**src/rtl/spi_pkg.sv**
```systemverilog
// spi_pkg: shared definitions for the SPI master slice.
//   - state_t     : engine state encoding (WAIT exists only when
//                   SPI_MASTER_BURST_EN is defined)
//   - CPOL / CPHA : SPI mode 3 constants
//   - DEF_CLK_DIV : default SCK half-period in CLK cycles
//   - DEF_DATA_W  : default bits per transfer
package spi_pkg;

    localparam logic CPOL = 1'b1;
    localparam logic CPHA = 1'b1;

    localparam int unsigned DEF_CLK_DIV = 476;
    localparam int unsigned DEF_DATA_W  = 8;

    typedef enum logic [2:0] {
        IDLE,
        LEAD,
        SHIFT,
        TRAIL,
        GAP
`ifdef SPI_MASTER_BURST_EN
        , WAIT
`endif
    } state_t;

endpackage

```
**src/rtl/spi_clk_div.sv**
```systemverilog
// spi_clk_div: half-period tick generator.
//   clk     in  system clock
//   rst     in  synchronous active-high reset
//   restart in  forces the count back to zero (state entry)
//   tick    out one-cycle pulse every CLK_DIV cycles after restart
module spi_clk_div
    import spi_pkg::*;
#(
    parameter int unsigned CLK_DIV = DEF_CLK_DIV
) (
    input  logic clk,
    input  logic rst,
    input  logic restart,
    output logic tick
);

    localparam logic [15:0] TERM = 16'(CLK_DIV - 1);

    logic [15:0] cnt;

    assign tick = (cnt == TERM);

    always_ff @(posedge clk) begin
        if (rst || restart || tick) begin
            cnt <= '0;
        end else begin
            cnt <= cnt + 16'd1;
        end
    end

endmodule

```
**src/rtl/spi_master.sv**
```systemverilog
// spi_master: SPI mode 3 master, MSB first, single word per transfer.
//   CLK, RST          clock and synchronous active-high reset
//   START, TX_DATA    transfer request and word to send
//   HOLD              keep SSEL low between words (burst builds only)
//   BUSY, DONE        engine busy flag, one-cycle completion pulse
//   RX_DATA           last received word
//   SCK, SSEL, MOSI   SPI outputs (SSEL active-low), MISO SPI input
// Optional feature: define SPI_MASTER_BURST_EN to build the WAIT state
// that chains words without releasing SSEL.
module spi_master
    import spi_pkg::*;
#(
    parameter int unsigned CLK_DIV = DEF_CLK_DIV,
    parameter int unsigned DATA_W  = DEF_DATA_W
) (
    input  logic              CLK,
    input  logic              RST,
    input  logic              START,
    input  logic [DATA_W-1:0] TX_DATA,
    input  logic              HOLD,
    output logic              BUSY,
    output logic              DONE,
    output logic [DATA_W-1:0] RX_DATA,
    output logic              SCK,
    output logic              SSEL,
    output logic              MOSI,
    input  logic              MISO
);

    localparam int unsigned   CW       = (DATA_W > 1) ? $clog2(DATA_W) : 1;
    localparam logic [CW-1:0] LAST_BIT = CW'(DATA_W - 1);

    state_t            state;
    logic [DATA_W-1:0] tx_sr;
    logic [DATA_W-1:0] rx_sr;
    logic [DATA_W-1:0] rx_next;
    logic [CW-1:0]     bit_cnt;
    logic              tick;
    logic              div_restart;

    assign rx_next = {rx_sr[DATA_W-2:0], MISO};

    // Divider is held at zero in the states left by an input event rather
    // than a tick, so the following state always starts a full half-period.
    always_comb begin
        div_restart = 1'b0;
        if (state == IDLE) div_restart = 1'b1;
`ifdef SPI_MASTER_BURST_EN
        if (state == WAIT) div_restart = 1'b1;
`endif
    end

    spi_clk_div #(.CLK_DIV(CLK_DIV)) u_div (
        .clk     (CLK),
        .rst     (RST),
        .restart (div_restart),
        .tick    (tick)
    );

`ifdef SPI_MASTER_BURST_EN
    // Set when TRAIL is reached from WAIT: that word already reported DONE.
    logic from_wait;
`else
    logic unused_hold;
    assign unused_hold = HOLD;
`endif

    always_ff @(posedge CLK) begin
        if (RST) begin
            state   <= IDLE;
            SCK     <= CPOL;
            SSEL    <= 1'b1;
            MOSI    <= 1'b0;
            BUSY    <= 1'b0;
            DONE    <= 1'b0;
            RX_DATA <= '0;
            tx_sr   <= '0;
            rx_sr   <= '0;
            bit_cnt <= '0;
`ifdef SPI_MASTER_BURST_EN
            from_wait <= 1'b0;
`endif
        end else begin
            DONE <= 1'b0;
            unique case (state)
                IDLE: begin
                    if (START) begin
                        tx_sr   <= TX_DATA;
                        MOSI    <= TX_DATA[DATA_W-1];
                        SSEL    <= 1'b0;
                        BUSY    <= 1'b1;
                        bit_cnt <= '0;
                        state   <= LEAD;
                    end
                end
                LEAD: begin
                    if (tick) state <= SHIFT;
                end
                SHIFT: begin
                    if (tick) begin
                        if (SCK) begin
                            // Falling edge; the MSB is already on MOSI for the first one.
                            SCK <= 1'b0;
                            if (bit_cnt != '0) begin
                                MOSI  <= tx_sr[DATA_W-2];
                                tx_sr <= tx_sr << 1;
                            end
                        end else begin
                            SCK   <= 1'b1;
                            rx_sr <= rx_next;
                            if (bit_cnt == LAST_BIT) begin
                                bit_cnt <= '0;
`ifdef SPI_MASTER_BURST_EN
                                if (HOLD) begin
                                    RX_DATA <= rx_next;
                                    DONE    <= 1'b1;
                                    state   <= WAIT;
                                end else begin
                                    from_wait <= 1'b0;
                                    state     <= TRAIL;
                                end
`else
                                state <= TRAIL;
`endif
                            end else begin
                                bit_cnt <= bit_cnt + 1'b1;
                            end
                        end
                    end
                end
                TRAIL: begin
                    if (tick) begin
                        SSEL  <= 1'b1;
                        state <= GAP;
`ifdef SPI_MASTER_BURST_EN
                        if (!from_wait) begin
                            RX_DATA <= rx_sr;
                            DONE    <= 1'b1;
                        end
`else
                        RX_DATA <= rx_sr;
                        DONE    <= 1'b1;
`endif
                    end
                end
                GAP: begin
                    if (tick) begin
                        BUSY  <= 1'b0;
                        state <= IDLE;
                    end
                end
`ifdef SPI_MASTER_BURST_EN
                WAIT: begin
                    if (START) begin
                        tx_sr   <= TX_DATA;
                        MOSI    <= TX_DATA[DATA_W-1];
                        bit_cnt <= '0;
                        state   <= SHIFT;
                    end else if (!HOLD) begin
                        from_wait <= 1'b1;
                        state     <= TRAIL;
                    end
                end
`endif
                default: state <= IDLE;
            endcase
        end
    end

endmodule

```
**config.mk**
```make
export PLATFORM = sky130hd
export DESIGN_NAME = spi_master
export DESIGN_NICKNAME = d
export VERILOG_FILES = /design/src/rtl/spi_pkg.sv /design/src/rtl/spi_clk_div.sv /design/src/rtl/spi_master.sv
export SDC_FILE = /design/constraint.sdc
export NUM_CORES = 1
export LEC_CHECK = 0
export CAP_MARGIN = 20
export CORE_MARGIN = 8
export CORE_UTILIZATION = 30
export CTS_BUF_LIST = sky130_fd_sc_hd__clkbuf_4 sky130_fd_sc_hd__clkbuf_8
export CTS_CLUSTER_SIZE = 10
export DETAILED_ROUTE_END_ITERATION = 16
export DONT_BUFFER_PORTS = 1
export PLACE_DENSITY = 0.46
export REMOVE_ABC_BUFFERS = 1
export SETUP_SLACK_MARGIN = 0.15
export SYNTH_ARGS = -nofsm -noshare
export SYNTH_HDL_FRONTEND = slang
export SYNTH_HIERARCHICAL = 1
export SYNTH_SLANG_ARGS = --single-unit
```
**constraint.sdc**
```tcl
create_clock -name CLK -period 5.6 [get_ports CLK]
set_clock_uncertainty 0.2 [all_clocks]
set_input_delay 1.68 -clock CLK [delete_from_list [all_inputs] [get_ports CLK]]
set_output_delay 1.68 -clock CLK [all_outputs]
set_load 0.05 [all_outputs]
```
======== Word level (Yosys, flattened, before mapping) ========
Cells that the tools add are included.
storage, ports and cells
  bits in registers ....................... 50
  output and inout bits ................... 13
operators by class
  $add $sub $neg .......................... 2
  equal/unequal tests ..................... 15
  mux-type cells .......................... 32
  bitwise gates (word level) .............. 2
  reduce and logical (&&, ||, !) cells .... 16
operators with widths
  operator               number
  $mux 3                 11
  $mux 7                 4
  $add 16x1->16 const B  1
  $eq 16x9->1 const B    1
  $pmux 3 s5             1
  $pmux 7 s2             1
  $mux 1                 11
  $ne 2x2->1 const B     5
  $reduce_and 3->1       3
  $ne 2x1->1 const B     4
  $reduce_and 7->1       1
  $eq 3x2->1 const B     2
  $eq 3x3->1 const B     2
  $pmux 1 s2             3
  $pmux 3 s2             1
  $reduce_bool 2->1      3
  $reduce_and 5->1       1
  $reduce_and 2->1       2
  $reduce_and 4->1       1
  $add 3x1->3 const B    1
  $eq 3x1->1 const B     1
  $logic_not 3->1        1
  $reduce_bool 3->1      1
  $logic_or 1x1->1       2
  other kinds (2)        3

======== Longest topological paths before layout ========
  word-level depth ........................ 5
  gate-level depth with buffers ........... 8
  depth with buffers taken out ............ 6

======== Modules after synthesis ========
The synthesis kept the hierarchy.
modules (own cells, without submodules)
  module       instances  cells an instance  area an instance (um2)  sequential area each (um2)
  spi_master   1          173                1576.5                  680.7
  spi_clk_div  1          81                 740.7                   320.3

======== Least setup slack after synthesis ========
OpenSTA, ideal clock, no wires.
  kind .................................... input -> register
  start ................................... input RST
  end ..................................... register u_div.cnt[13]
  library setup time ...................... 64 ps
  arrival time ............................ 2368 ps
  data required time ...................... 5336 ps
  setup slack ............................. 2968 ps
  stages on the path ...................... 4
  buffers on the path ..................... 2
  cell sequence ........................... or3_1 > buf_6 > buf_12 > nor2_1
on the way
  cells in the longest elaborated chain, start to end .. 2
ends and longest elaborated chain
  item                           RTL line           text
  start: declaration             spi_master.sv:17   input logic RST,
  $logic_or 1x1->1 (2 in a row)  spi_clk_div.sv:24  if (rst || restart || tick) begin
  end signal: assignment         spi_clk_div.sv:27  cnt <= cnt + 16'd1;
  end: declaration               spi_clk_div.sv:19  logic [15:0] cnt;
Every way passes these cells.
A chain may end at the register's enable or synchronous reset.

======== Worst setup path after layout ========
  start ................................... register u_div.cnt[0]
  end ..................................... register tx_sr[5]
on the way
  cells in the longest elaborated chain, start to end .. 3
ends and longest elaborated chain
  item                               RTL line           text
  $eq 16x9->1                        spi_clk_div.sv:21  assign tick = (cnt == TERM);
  via tick                           spi_master.sv:38   logic tick;
  $ne 2x1->1 (no source line)        -
  $reduce_and 5->1 (no source line)  -
  end signal: assignment             spi_master.sv:106  tx_sr <= tx_sr << 1;
  end: declaration                   spi_master.sv:34   logic [DATA_W-1:0] tx_sr;
The timed path passes the listed nets, and every way through them passes these cells.

==> impl_metrics.ini <==
[yosys]
synth.avg_cell_area_um2 = 9.12
yosysWarnings = 6
netlist_area_mm2 = 0.00232
synth_flop_cell = dfxtp_1
synth-seq-cells = 50
netlist-cell-type-count = 48
async_reset_ff_share_pct = 0
synth_edf_count = 0
synth_seq_area_share_pct = 43.2
syn_inst = 254

[placement]
placed_cells = 341
dp_slack_ps = 2380
hpwl_mm = 3.02
port_buffers = 0
globalplace.congestion = 0.690

[setup_path]
r2r_start = u_div/cnt[0]
reg2regPathDepth = 6
endpoint_kind = flip-flop
criticalPathCategory = flip-flop to flip-flop
cp-startpoint = u_div/cnt[0]
setup.worst_path.start_class = flip-flop
critPathArrivalTime_ps = 3180
worstPathMaxFanout = 10
required_ps = 5600

[sta]
tns_ps = 0
finalWorstPathRequiredPeriod_ps = 3180
worst_pin_slew_ps = 914
max_freq_mhz = 314
maxSlewViolCount = 0
rsz0062_at_grt = no
hold_viol_final = 0
relSlewSlack_pct = 39.0
fin_crit_sh_pct = 56.9
setup_ws_ps = 2420
setup_viol_count_final = 0

[cts]
cts_inserted_buffers = 5
clock-root-buffer = clkbuf_8
cts_tree = yes
clk_latency_ps = 300
cts.repair.resized = 0
postCtsSetupRepairBufs = 0
postCtsHoldBufs = 0
clock_path_buffers = 2
clkSlewWorstSetupHoldPaths_ps = 100
cts.htree.levels = 2
clock-sinks = 50

[global_route]
grt_start_max_net_pins = 47
antenna_found_initial = 0
grt.total_usage_pct = 8.98
grt_pass1_wl_mm = 8.13
grt_pass1_vias = 1614
grt-ovfl-total = 0

[detailed_routing]
wl_mm = 4.58
vias = 1657
firstDrtPassIters = 4
ant_nets = 0
drc = 0
avgRoutedWirePerCell_um = 13.1
routed_via_density = 4.75
drt-initial-drc-count = 75

[cells_and_area]
syn_to_final_growth_pct = 5.78
final_cells = 349
n_fill_cell = 827
layout-drive-gt1-share_pct = 9.72
antenna_cells = 0
fin_nets = 264

[pwr]
power_density_mw_per_mm2 = 266
max-vdd-ir-drop_v = 0.0000927
p_leak_nw = 0.791

[floorplan]
die_w_um = 104
dieArea_mm2 = 0.0108
start_util_pct = 30.5
core.rowCount = 32
io_pins = 26
core_area_mm2 = 0.00761
die_y_um = 104

[hold_path]
hp-start = rx_sr[7]
hold_class = flip-flop to flip-flop
hold_path_depth = 2

[outcome]
status = finished clean

[run]
maxCapViolCount = 0
-- through the flow --
step	hold slack (ps)	util (%)	total power, mW	area [um^2]
after floorplan	222	-	0.398	2210
after global routing	290	32.2	0.684	2450
final	252	32.2	0.652	2450
after CTS	252	32.2	0.667	2450
after global placement	233	30.7	0.403	2340
after detailed placement	237	30.7	0.403	2340
-- per-layer routing --
layer / wire length [um] / global-route usage [%] / up-vias
li1: - / - / 852
met1: 2230 / 11.1 / 777
met2: 1990 / 13.7 / 23
met3: 305 / 3.84 / 5
met4: 51 / 2.90 / 0
met5: 0 / 0 / -
-- kinds of logic after synthesis --
logic type	Yosys count	share of synthesized area (%)
simple gates	109	25.2
flops	50	43.2
compound gates	34	9.40
buf+inv	24	6.05
mux	17	7.78
xor+xnor	15	5.67
fa+ha+maj	5	2.70
-- cells in the final DEF (no fill, tap or decap), types with 3 or more instances in the layout --
master	count
dfxtp_1	50
nand3_1	14
nor2b_1	8
nand2b_1	5
xnor2_1	12
ha_1	5
nor2_1	29
xor2_1	3
nor4_1	3
inv_1	8
nand2_1	22
clkbuf_8	5
a21oi_1	18
mux2_2	8
o21ai_0	8
mux2i_1	9
nor3_1	6
-- cell usage after synthesis, types with 2 or more instances --
| library cell | n | area (um^2) |
|---|---|---|
| a211o_1 | 2 | 17.5 |
| a21oi_1 | 18 | 90.1 |
| buf_2 | 2 | 10.0 |
| buf_6 | 4 | 45.0 |
| clkbuf_1 | 6 | 22.5 |
| dfxtp_1 | 50 | 1000 |
| ha_1 | 5 | 62.6 |
| inv_1 | 8 | 30.0 |
| mux2_2 | 8 | 90.1 |
| mux2i_1 | 9 | 90.1 |
| nand2_1 | 22 | 82.6 |
| nand2b_1 | 5 | 31.3 |
| nand3_1 | 14 | 70.1 |
| nand4_1 | 2 | 12.5 |
| nor2_1 | 29 | 109 |
| nor2_2 | 2 | 12.5 |
| nor2b_1 | 8 | 50.1 |
| nor3_1 | 6 | 30.0 |
| nor4_1 | 3 | 18.8 |
| o21ai_0 | 8 | 40.0 |
| or3_1 | 2 | 12.5 |
| or4_1 | 2 | 15.0 |
| xnor2_1 | 12 | 105 |
| xor2_1 | 3 | 26.3 |
-- worst paths after layout --
path | slack (ps) | end
worst min register to register | 250 | RX_DATA[7]
worst min-delay path | 250 | RX_DATA[7]
worst max register to register | 2420 | tx_sr[5]
worst max-delay path | 2420 | tx_sr[5]
-- final cells by class --
class                           instances  area (um^2)  area share (%)
Sequential cell                        50         1000            40.8
Clock inverter                          3         43.8            1.79
Multi-Input combinational cell        180         1180            48.0
Clock buffer                            5         68.8            2.81
Tap cell                              102          128            5.21
Inverter                                9         33.8            1.38
-- where the power goes --
part	internal [mW]	switching [mW]
clock	0.134	0.124
combinational	0.0121	0.00965
sequential	0.361	0.0114
total	0.507	0.145
-- registers in the layout (all words and copies together), names as in the netlist --
name and flops:
BUSY 1, bit_cnt 3, state 3, rx_sr 8
tx_sr 7, MOSI 1, SCK 1, RX_DATA 8
SSEL 1, u_div/cnt 16, DONE 1
-- worst max-delay path, cell delays in order (launching register included) --
cell and delay [ps]:
dfxtp_1 410, ha_1 210, or3b_2 460, nor4_2 570, and4bb_1 590, a32oi_4 290
mux2_2 360
Power figures use the tool's default switching activity.
